**config.mk**
```make
export PLATFORM = sky130hd
export DESIGN_NAME = pc_control_seq
export DESIGN_NICKNAME = d
export VERILOG_FILES = /design/src/rtl/pc_control_seq.sv
export SDC_FILE = /design/constraint.sdc
export NUM_CORES = 1
export LEC_CHECK = 0
export ABC_CLOCK_PERIOD_IN_PS = 3100
export CAP_MARGIN = 20
export CORE_ASPECT_RATIO = 0.75
export CORE_MARGIN = 2
export CORE_UTILIZATION = 47
export DETAILED_ROUTE_END_ITERATION = 7
export GPL_TIMING_DRIVEN = 0
export PLACE_DENSITY = 0.93
export SETUP_SLACK_MARGIN = 0.2
export SYNTH_ARGS = -nofsm -noshare
export SYNTH_HDL_FRONTEND = slang
export SYNTH_SLANG_ARGS = --single-unit
```
**constraint.sdc**
```tcl
create_clock -name clk -period 3.1 [get_ports clk]
set_input_delay 0.62 -clock clk [delete_from_list [all_inputs] [get_ports clk]]
set_output_delay 0.62 -clock clk [all_outputs]
set_load 0.02 [all_outputs]
```
**src/rtl/pc_control_seq.sv**
```systemverilog
// Registered program-counter unit: holds PC, Z/V/N flags and a saturating
// taken-branch count, resolves B/BR branches and parks the core on HLT.
module pc_control_seq #(
  parameter int PC_WIDTH     = 16,
  parameter int IMM_WIDTH    = 9,
  parameter int INSTR_BYTES  = 2,
  parameter int RESET_VECTOR = 0,
  parameter int CNT_WIDTH    = 16
) (
  input  logic                 clk,
  input  logic                 rst,
  input  logic                 stall,
  input  logic [15:0]          instr,
  input  logic [PC_WIDTH-1:0]  branch_reg_addr,
  input  logic [2:0]           flag_wr_en,
  input  logic [2:0]           flag_in,
  output logic [PC_WIDTH-1:0]  pc,
  output logic [PC_WIDTH-1:0]  pc_plus,
  output logic                 taken,
  output logic [2:0]           flags,
  output logic                 halted,
  output logic [CNT_WIDTH-1:0] taken_cnt
);

  localparam logic [3:0] OP_B   = 4'b1100;
  localparam logic [3:0] OP_BR  = 4'b1101;
  localparam logic [3:0] OP_HLT = 4'b1111;
  localparam int EXT_W = PC_WIDTH - IMM_WIDTH;
  localparam logic [CNT_WIDTH-1:0] CNT_MAX = {CNT_WIDTH{1'b1}};

  typedef enum logic [0:0] {
    ST_RUN  = 1'b0,
    ST_HALT = 1'b1
  } state_e;

  state_e               state_q, state_d;
  logic [PC_WIDTH-1:0]  pc_q, pc_d;
  logic [2:0]           flags_q, flags_d;
  logic [CNT_WIDTH-1:0] cnt_q, cnt_d;

  logic [3:0]           opcode_s;
  logic [2:0]           cond_s;
  logic [IMM_WIDTH-1:0] imm_s;
  logic [PC_WIDTH-1:0]  imm_ext_s;
  logic [PC_WIDTH-1:0]  pc_plus_s;
  logic [PC_WIDTH-1:0]  target_s;
  logic                 is_branch_s;
  logic                 is_hlt_s;
  logic                 cond_ok_s;
  logic                 taken_s;

  // Flag layout is {Z,V,N}; GTE is written literally as "EQ or GT".
  function automatic logic cond_true(input logic [2:0] cond, input logic [2:0] f);
    logic z;
    logic v;
    logic n;
    logic r;
    z = f[2];
    v = f[1];
    n = f[0];
    case (cond)
      3'b000:  r = ~z;
      3'b001:  r = z;
      3'b010:  r = ~z & ~n;
      3'b011:  r = n;
      3'b100:  r = z | (~z & ~n);
      3'b101:  r = n | z;
      3'b110:  r = v;
      3'b111:  r = 1'b1;
      default: r = 1'b0;
    endcase
    return r;
  endfunction

  // Decode, branch condition and target computation (all off registered state)
  always_comb begin
    opcode_s    = instr[15:12];
    cond_s      = instr[11:9];
    imm_s       = instr[IMM_WIDTH-1:0];
    imm_ext_s   = {{EXT_W{imm_s[IMM_WIDTH-1]}}, imm_s};
    pc_plus_s   = pc_q + PC_WIDTH'(INSTR_BYTES);
    is_branch_s = (opcode_s == OP_B) || (opcode_s == OP_BR);
    is_hlt_s    = (opcode_s == OP_HLT);
    cond_ok_s   = cond_true(cond_s, flags_q);
    taken_s     = is_branch_s && cond_ok_s && (state_q == ST_RUN);
    if (opcode_s == OP_BR) begin
      target_s = branch_reg_addr;
    end else begin
      target_s = pc_plus_s + {imm_ext_s[PC_WIDTH-2:0], 1'b0};
    end
  end

  // Next-state for PC, flags, counter and RUN/HALT
  always_comb begin
    state_d = state_q;
    pc_d    = pc_q;
    flags_d = flags_q;
    cnt_d   = cnt_q;
    case (state_q)
      ST_RUN: begin
        if (!stall) begin
          for (int i = 0; i < 3; i++) begin
            if (flag_wr_en[i]) begin
              flags_d[i] = flag_in[i];
            end else begin
              flags_d[i] = flags_q[i];
            end
          end
          if (is_hlt_s) begin
            state_d = ST_HALT;
            pc_d    = pc_q;
          end else if (taken_s) begin
            pc_d = target_s;
          end else begin
            pc_d = pc_plus_s;
          end
          if (taken_s && (cnt_q != CNT_MAX)) begin
            cnt_d = cnt_q + CNT_WIDTH'(1);
          end else begin
            cnt_d = cnt_q;
          end
        end else begin
          state_d = ST_RUN;
        end
      end
      ST_HALT: begin
        state_d = ST_HALT;
      end
      default: begin
        state_d = ST_RUN;
      end
    endcase
  end

  // State registers; reset overrides stall and HALT
  always_ff @(posedge clk) begin
    if (rst) begin
      state_q <= ST_RUN;
      pc_q    <= PC_WIDTH'(RESET_VECTOR);
      flags_q <= 3'b000;
      cnt_q   <= '0;
    end else begin
      state_q <= state_d;
      pc_q    <= pc_d;
      flags_q <= flags_d;
      cnt_q   <= cnt_d;
    end
  end

  assign pc        = pc_q;
  assign pc_plus   = pc_plus_s;
  assign taken     = taken_s;
  assign flags     = flags_q;
  assign halted    = (state_q == ST_HALT);
  assign taken_cnt = cnt_q;

endmodule

```
==> metrics.log <==
[metrics] outcome: completed
[metrics] cell at the slowest stage of the critical path: sky130_fd_sc_hd__or3_4
[metrics] hold-fix buffers at CTS: 0
[metrics] Min Clock Period, post-route: 2.86 ns
[metrics] CTS root buffer: sky130_fd_sc_hd__clkbuf_8
[metrics] Port Buffer Count: 92
[metrics] placeable core region: 0.00622 mm2
[metrics] Total Routed Length: 10400 um
[metrics] Leakage Power: 0.00172 uW
[metrics] number of antenna violations at the first check in global routing: 0
[metrics] last weighted congestion value of the routability-driven placer: 0.929
[metrics] normalized max-slew margin: 42.1%
[metrics] number of filler cells placed in the layout: 499
[metrics] unique cell type count in the Yosys netlist: 59
[metrics] total via count in the routed design: 3608
[metrics] number of flops mapped to enable cells by yosys: 0
[metrics] most frequent cell after synthesis: sky130_fd_sc_hd__nor2_1
[metrics] data required time of the critical path: 2.48 ns
[metrics] relative area change from synthesis to final layout: 45.7%
[metrics] number of top-level pins: 94
[metrics] Final ANT Viol Nets: 0
[metrics] arrival time worst endpoint: 2.24 ns
[metrics] Clock Skews: 0.00688 ns
[metrics] Crit Path Class: input pin to output port
[metrics] Die Y-Extent: 72.9 um
[metrics] Global Route Usage Sum: 28.2%
[metrics] proportion of layout cells with a drive suffix above 1: 12.2%
[metrics] worst reg2reg startpoint: pc[5]
[metrics] detail-routed net length per standard cell: 17.7 um
[metrics] total number of placement rows: 25
[metrics] largest net degree at the start of global routing: 11
[metrics] router iterations before antenna repair: 7
[metrics] final number of hold-violating endpoints: 0
[metrics] power consumption: 1190 uW
[metrics] H-tree lvl count: 2
[metrics] most instantiated cells after synthesis: 46 x sky130_fd_sc_hd__nor2_1, 45 x sky130_fd_sc_hd__nand2_1, 36 x sky130_fd_sc_hd__dfxtp_1
[metrics] Slowest Stage Delay on Critical Path: 0.40 ns
[metrics] reported max-cap violation count: 0
[metrics] final setup violation count: 0
[metrics] maximum fanout along the worst path: 6
[metrics] total area of multi-input combinational cells: 0.00227 mm2
[metrics] cell area after layout: 0.00434 mm2
[metrics] critical path launch point: instr[10]
[metrics] power per unit of standard cell area: 274 mW/mm2
[metrics] width of the die: 95.9 um
[metrics] post-detail-place hpwl: 7570 um
[metrics] cell types occupying the most area after synthesis: sky130_fd_sc_hd__dfxtp_1 24%, sky130_fd_sc_hd__ha_1 8.0%, sky130_fd_sc_hd__nor2_1 5.8%
[metrics] final global-route overflow total: 0
[metrics] Residual DRC: 0
[metrics] clock insertion delay at the later pin of the skew report: 0.30 ns
[metrics] actual slew at the worst max-slew pin: 0.865 ns
[metrics] total die area: 0.00699 mm2
[metrics] Post-synth top flop: sky130_fd_sc_hd__dfxtp_1
[metrics] antenna cells: 0
[metrics] end of the worst register-to-register path: pc[15]
[metrics] Worst path top cell family by delay: simple AND/OR/NAND/NOR gates
[metrics] sequential cell area: 742 um2
[metrics] number of buffers between clock root and the deepest sink: 2
[metrics] total clock buffers created by CTS: 5
[metrics] class of the tightest hold or removal check: flip-flop to flip-flop
[metrics] sequential fraction of the synthesis area: 24.2%
[metrics] crit-path cells: dlygate4sd2_1 > nor4bb_1 > or3_4 > or3_4 > buf_6 > inv_8 > buf_8 > buf_6
[metrics] Mapped Cells: 399
[metrics] mean instance size in the synthesized netlist: 7.46 um2
[metrics] cells on worst reg2reg path: 11
[metrics] number of nets in the synthesized netlist: 460
[metrics] fin. max-slew vios: 0
[metrics] FFs w/ async S/R, synth: 0%
[metrics] endpoint of the worst hold path: pc[15]
[metrics] count of yosys warnings during synthesis: 0
[metrics] share of the synthesized area in the top cell type: 24.2%
[metrics] Critical Path Source Type: input pin
[metrics] final-stage net count: 567
[metrics] achievable frequency: 350 MHz
[metrics] count of routing violations after the opening detailed-route iteration: 469
[metrics] worst hold path stage count: 2
[metrics] kind of capture point of the worst setup path: output port
[metrics] Syn Std Cell Area: 0.00298 mm2
[metrics] post-synthesis cell type with the largest combined area: sky130_fd_sc_hd__dfxtp_1
[metrics] startpoint of the lowest-slack hold path: pc[15]
[metrics] FF-to-FF setup slack: 0.25 ns
[metrics] vias in the first global route: 3135
[metrics] vias per cell: 6.14
[metrics] number of buffers and inverters on the critical path: 5
[metrics] post-CTS clock slew at the launch and capture registers of the worst setup and hold paths: 0.07 ns
[metrics] peak supply drop: 0.000268 V
[metrics] Final Cycle Share: 92.1%
[metrics] setup repair after global routing missed its margin: yes
[metrics] flip-flop and latch count after synthesis: 36
[metrics] Starting Density: 47.8%
[metrics] CTS sink cnt: 36
[metrics] global-route wire length before repair: 15200 um
[metrics] TritonCTS clock tree: yes
[metrics] placed instance area: 0.00405 mm2
-- registers in the layout (all words and copies together) (netlist names) --
name,flops
pc,16
halted,1
flags,3
taken_cnt,16
-- per-stage QoR --
stage	TNS [ns]	std cells	setup slack, ns	util [%]	hold WS (ns)
final	0	588	0.244	69.7	0.478
after global routing	0	588	0.115	69.7	0.498
after CTS	0	580	0.0431	67.3	0.484
after detailed placement	-0.709	572	-0.526	65.0	0.473
after global placement	-0.564	572	-0.509	65.0	0.463
after floorplan	0	399	0.202	-	0.512
-- worst max-delay path by stage --
stage | endpoint | slack (ns) | cells after the start
floorplan | pc[15] | 0.20 | 11
global placement | taken | -0.51 | 8
detailed placement | taken | -0.53 | 8
CTS | taken | 0.04 | 8
global route | pc[15] | 0.12 | 11
finish | taken | 0.24 | 8
-- area by class of cell --
class	instances	share of cell area [%]
Inverter	11	1.12
Clock buffer	8	2.08
Sequential cell	36	17.1
Buffer	16	2.16
Tap cell	81	2.34
Multi-Input combinational cell	336	52.4
Timing Repair Buffer	100	22.8
-- layout by cell type (no fill, tap or decap), types with 7 or more instances in the layout --
master,Yosys,final
sky130_fd_sc_hd__a211oi_1,8,7
sky130_fd_sc_hd__a21oi_1,32,29
sky130_fd_sc_hd__and3_1,10,8
sky130_fd_sc_hd__buf_4,1,9
sky130_fd_sc_hd__clkbuf_1,10,11
sky130_fd_sc_hd__clkdlybuf4s50_1,0,80
sky130_fd_sc_hd__dfxtp_1,36,25
sky130_fd_sc_hd__dfxtp_2,0,8
sky130_fd_sc_hd__ha_1,19,18
sky130_fd_sc_hd__inv_1,10,10
sky130_fd_sc_hd__nand2_1,45,45
sky130_fd_sc_hd__nand3_1,22,20
sky130_fd_sc_hd__nand4_1,11,11
sky130_fd_sc_hd__nor2_1,46,43
sky130_fd_sc_hd__nor3_1,8,7
sky130_fd_sc_hd__o211ai_1,8,8
sky130_fd_sc_hd__o21ai_0,14,12
sky130_fd_sc_hd__o21ai_1,6,7
sky130_fd_sc_hd__xnor2_1,15,14
sky130_fd_sc_hd__xor2_1,17,14
-- where the power goes --
part	total (uW)	internal [uW]	switching [uW]
sequential	490	472	18.4
combinational	340	160	180
clock	358	182	177
total	1190	813	375
-- timing repair --
| item | in CTS | in global routing |
|---|---|---|
| pin swaps | 3 | 8 |
| resized for setup | 26 | 27 |
| setup buffers | 0 | 8 |
| endpoints found under the setup margin | 9 | 13 |
-- layer usage --
metal / up-vias / GRT usage [%] / share of wire (%)
li1: 1687 / - / -
met1: 1668 / 39.1 / 43
met2: 222 / 43.9 / 46
met3: 31 / 6.30 / 9.0
met4: 0 / 8.41 / 2.3
met5: - / 0 / 0
-- cells by family after synthesis --
family	count (synthesis)	share of synthesized area [%]
and+or+nand+nor	180	30.5
muxes	5	1.72
DFF	36	24.2
buffers and inverters	27	4.33
AOI/OAI and AO/OA	99	21.2
xor gates and xnor gates	32	9.42
adders and majority gates	20	8.66
-- worst min-delay path, delay by kind of cell, from the launching register on --
family | cells | cell delay [ns]
AO/OA/AOI/OAI | 1 | 0.05
flip-flops | 1 | 0.33
AND/OR/NAND/NOR | 1 | 0.06
Power figures use the tool's default switching activity.
